**config.mk**
```make
export PLATFORM = sky130hd
export DESIGN_NAME = cdc_handshake_tx
export DESIGN_NICKNAME = d
export VERILOG_FILES = /design/src/rtl/cdc_handshake_tx.sv
export SDC_FILE = /design/constraint.sdc
export NUM_CORES = 1
export LEC_CHECK = 0
export ABC_AREA = 1
export CAP_MARGIN = 20
export CORE_MARGIN = 4
export CORE_UTILIZATION = 42
export DETAILED_ROUTE_END_ITERATION = 7
export HOLD_SLACK_MARGIN = 0.1
export PLACE_DENSITY = 0.8
export SKIP_LAST_GASP = 1
export SLEW_MARGIN = 20
export SYNTH_ARGS = -nofsm -noshare
export SYNTH_HDL_FRONTEND = slang
export SYNTH_SLANG_ARGS = --single-unit
```
**constraint.sdc**
```tcl
create_clock -name clk -period 2.1 [get_ports clk]
set_input_delay 0.63 -clock clk [delete_from_list [all_inputs] [get_ports clk]]
set_output_delay 0.63 -clock clk [all_outputs]
set_load 0.01 [all_outputs]
```
**src/rtl/cdc_handshake_tx.sv**
```systemverilog
`default_nettype none
`timescale 1ns/1ps
// +--------------------------------------------------------------------------+
// | cdc_handshake_tx                                                         |
// | Transmit end of a 4-phase req/ack handshake carrying a WIDTH-bit word.   |
// | Revision: 1.0                                                            |
// +--------------------------------------------------------------------------+

module cdc_handshake_tx #(
  parameter int WIDTH       = 8,
  parameter int SYNC_STAGES = 2
) (
  input  logic             clk,
  input  logic             rst_n,
  input  logic             in_valid,
  input  logic [WIDTH-1:0] in_data,
  output logic             in_ready,
  output logic             tx_req,
  output logic [WIDTH-1:0] tx_data,
  input  logic             tx_ack,
  output logic             busy,
  output logic             done
);

  generate
    if (SYNC_STAGES < 2) begin : g_sync_stages_check
      $error("cdc_handshake_tx: SYNC_STAGES must be 2 or more");
    end
  endgenerate

  typedef enum logic [1:0] {
    ST_IDLE  = 2'd0,
    ST_REQ   = 2'd1,
    ST_DRAIN = 2'd2
  } state_t;

  state_t                 r_state;
  logic                   r_req;
  logic [WIDTH-1:0]       r_data;
  logic                   r_done;
  logic [SYNC_STAGES-1:0] r_ack_sync;
  logic                   w_ack_s;
  logic                   w_accept;

  // tx_ack is only ever observed through this chain; bit 0 is the metastable flop.
  always_ff @(posedge clk or negedge rst_n) begin
    if (!rst_n) begin
      r_ack_sync <= '0;
    end else begin
      r_ack_sync[0] <= tx_ack;
      for (int i = 1; i < SYNC_STAGES; i++) begin
        r_ack_sync[i] <= r_ack_sync[i-1];
      end
    end
  end

  assign w_ack_s  = r_ack_sync[SYNC_STAGES-1];
  assign in_ready = (r_state == ST_IDLE) && !w_ack_s;
  assign w_accept = in_valid && in_ready;

  always_ff @(posedge clk or negedge rst_n) begin
    if (!rst_n) begin
      r_state <= ST_IDLE;
      r_req   <= 1'b0;
      r_data  <= '0;
      r_done  <= 1'b0;
    end else begin
      r_done <= 1'b0;
      case (r_state)
        ST_IDLE: begin
          if (w_accept) begin
            r_data  <= in_data;
            r_req   <= 1'b1;
            r_state <= ST_REQ;
          end
        end
        ST_REQ: begin
          if (w_ack_s) begin
            r_req   <= 1'b0;
            r_state <= ST_DRAIN;
          end
        end
        ST_DRAIN: begin
          // Wait for the far side to drop ack before the word may be replaced.
          if (!w_ack_s) begin
            r_state <= ST_IDLE;
            r_done  <= 1'b1;
          end
        end
        default: begin
          r_state <= ST_IDLE;
          r_req   <= 1'b0;
        end
      endcase
    end
  end

  assign tx_req  = r_req;
  assign tx_data = r_data;
  assign done    = r_done;
  assign busy    = (r_state != ST_IDLE);

endmodule

`default_nettype wire

```
==> results.md <==
- The netlist area before placement is ~560 µm².
- By area the synthesized netlist is led by dfrtp_1 (63%), nand2_1 (14%), nand4_1 (9.0%).
- In this run the critical register-to-register path is captured at tx_data[1].
- The via count of the first global-routing pass is ~480.
- The largest driver fanout on the critical path is 2.
- The overflow left after global routing is 0.
- The routed layout has just under 500 vias.
- The initial standard-cell utilization of the core is 0.474.
- The worst setup path is of the reg -> out kind.
- The worst min-delay path category is reg -> reg.
- The kind of start point of the critical path is a flip-flop.
- The number of input and output port buffers inserted is 23.
- The number of diodes is 0.
- The top achievable clock speed is roughly 0.5 GHz.
- The worst-case vdd ir drop is 0.730 mV.
- The worst register-to-register path begins at r_state[0].
- Routability-driven placement finished with a final weighted congestion of 0.681.
- Once layout is done, the placed cells without fillers occupy between 800 and 900 µm².
- Counting every net in the synthesized netlist gives 66.
- The count of non-filler cells in the finished layout is 96.
- Setup slack on the worst reg-to-reg path comes out at 0.99 ns.
- Following the worst setup path forward leads to its endpoint at busy.
- Setup repair after global routing left no endpoint under its margin.
- The slew at the pin closest to its max-slew limit is 0.611 ns.
- The max-slew violation total from the final report is 0.
- The root buffer cell chosen for the clock tree is clkbuf_4.
- The wire-length estimate of the detail-placed layout is about 910 µm.
- Once detail routing completed, the nets flagged for antenna violations numbered 0.
- The number of hold violations in the final report came to 0.
- In the finished design, the share of the clock period the worst path needs comes to 0.953.
- The TritonCTS buffer count is 3.
- The number of H-tree branching levels is 1.
- The setup violation total in the final timing report is 0.
- STA classifies the critical path endpoint as a primary output.
- The die is ~44 µm wide.
- The net count of the finished layout is 95.
- Yosys printed 0 warnings.
- The cell type with the highest aggregate area in the netlist is dfrtp_1.
- The arrival time at the worst endpoint is ~1.4 ns.
- In the final timing run, aggregate negative setup slack is 0 ns.
- The height of the chip is 44.4 µm.
- The cell leakage power is 0.405 nW.
- The growth of design area from synthesis to finish is 53.2%.
- Dividing the detail-routed wire length by the instance count gives between 10 and 15 µm.
- For the worst-skew pair, the clock arrives at the later sink with an insertion delay of roughly 0.28 ns.
- After synthesis the netlist holds a flip-flop and latch count of 14.
- The clock net in this run drives a total of 14 sinks.
- The worst-case clock buffer depth is 2.
- For this run, the total global-route usage over all layers was measured as 0.153.
- After detailed routing, the number of remaining DRC violations is 0.
- The die covers between 1500 and 2000 µm².
- Entering global routing, the biggest net connects 15 pins.
- The first global-routing pass estimated around 2.1 mm of wire.
- The cell count after synthesis is between 50 and 60.
- The completed layout was analyzed and its total power is about 0.00087 W.
- Measured in cells, the most critical reg-to-reg path has a length of 5.
- The flow ran to the end, and the final reports show no timing, DRC or antenna violations.
- The final wirelength is 1.29 mm.
- The first routing iteration left 3 violations.
- The share of synthesized area in the top cell type comes to 0.631.
- The number of different library cells used by synthesis comes to 11.
- TritonCTS built the clock tree.
- The max capacitance violation total is 0.
- The total iterations of the first detailed-routing run is 4.
- The placeable core area is 1170 µm².
- Subtracting the final worst setup slack from the clock period gives approximately 2 ns.
- The required time at the endpoint of the critical path is 1.47 ns.
- The floorplan has 12 rows.
- The initial antenna violation count is 0.
- The mean area per synthesized cell is roughly 10 µm².
- The share of the Yosys chip area taken by registers is 0.631.
- On the final layout, the worst clock skew is between 0.0015 and 0.002 ns.
- The instance count after placement with tap cells included is 91.
- After detailed placement, the total cell area comes to a little over 800 µm².
- Of the cells placed in the final design, the portion with a size suffix greater than 1 is 0.134.
- Pin placement for this block handled 24 I/O pins.
- The launch point of the worst path is r_state[0].
- After detailed routing, the number of vias per cell comes to approximately 5.
- Clock-pin slew was measured on the worst setup and hold paths at about 0.090 ns.
- The worst-case headroom to the max-slew limit is 0.591.
- Power spread over the standard cell area amounts to between 1000 and 1500 nW/µm².
==> worst min path at each step <==
stage / startpoint / end / slack (ns) / depth (start not counted)
CTS: r_ack_sync[0] / r_ack_sync[1] / 0.36 / 0
floorplan: rst_n / done / 0.33 / 0
finish: r_ack_sync[0] / r_ack_sync[1] / 0.36 / 0
global placement: r_ack_sync[0] / r_ack_sync[1] / 0.34 / 0
global route: r_ack_sync[0] / r_ack_sync[1] / 0.36 / 0
detailed placement: r_ack_sync[0] / r_ack_sync[1] / 0.34 / 0
==> stage by stage <==
| step | setup slack, ns | utilization | hold slack, ns |
|---|---|---|---|
| 6_report | 0.0997 | 0.726 | 0.358 |
| 3_3_place_gp | 0.247 | 0.688 | 0.335 |
| 3_5_place_dp | 0.230 | 0.688 | 0.340 |
| 5_1_grt | 0.0552 | 0.726 | 0.362 |
| 2_1_floorplan | 0.574 | - | 0.331 |
| 4_1_cts | 0.0930 | 0.726 | 0.360 |
==> registers in the layout, summed over array words and instances (netlist names) <==
name / flops
r_ack_sync: 2
r_state: 2
done: 1
tx_req: 1
tx_data: 8
==> where the power goes <==
group | switching, W | internal, W | total (W)
Combinational | 0.000130 | 0.000167 | 0.000297
Clock | 0.0000927 | 0.000106 | 0.000198
Sequential | 0.0000440 | 0.000333 | 0.000377
Total | 0.000267 | 0.000605 | 0.000873
==> worst max-delay path, stage by stage, from the launching register on <==
cell and delay (ns):
dfrtp_2 0.45, nor2_8 0.11, inv_1 0.05, clkdlybuf4s50_1 0.47
==> layout make-up <==
class                           count  area [µm²]
Inverter                            4        15.0
Tap cell                           14        17.5
Timing Repair Buffer               25         244
Multi-Input combinational cell     35         185
Clock buffer                        4        36.3
Fill cell                          98         320
Sequential cell                    14         353
==> cells in the mapped netlist <==
cell type / instances
inv_1: 3
dfrtp_1: 14
inv_2: 1
nor2_1: 2
nand3_4: 1
nand2_1: 20
nor2_8: 1
nand4_1: 8
o21ai_0: 2
a21oi_1: 1
buf_2: 1
==> cells by family after synthesis <==
logic type             share of synthesized area
flip-flops                                 0.631
buffers and inverters                     0.0360
AO/OA/AOI/OAI                             0.0270
AND/OR/NAND/NOR                            0.306
==> routing by layer <==
metal	GRT usage	wire, µm	vias up
li1	-	-	234
met1	0.178	516	221
met2	0.244	653	22
met3	0.0366	77	5
met4	0.108	38	0
met5	0	0	-
==> repair_timing <==
item | in CTS | in global routing
hold buffers | 0 | 0
endpoints found under the setup margin | 1 | 0
gates resized for setup | 3 | 0
buffers inserted | 1 | 0
==> placed cells by master, fill, tap and decap left out <==
cell / instances
inv_2: 1
clkdlybuf4s50_1: 22
inv_1: 3
nand3_4: 1
nand4_1: 8
clkbuf_4: 3
dfrtp_1: 12
a21oi_1: 1
nor2_8: 1
nand2_1: 20
dlygate4sd2_1: 1
nor2_1: 2
o21ai_0: 2
dfrtp_2: 2
buf_4: 2
clkbuf_8: 1
No activity file was read; power rests on OpenSTA's default activity.
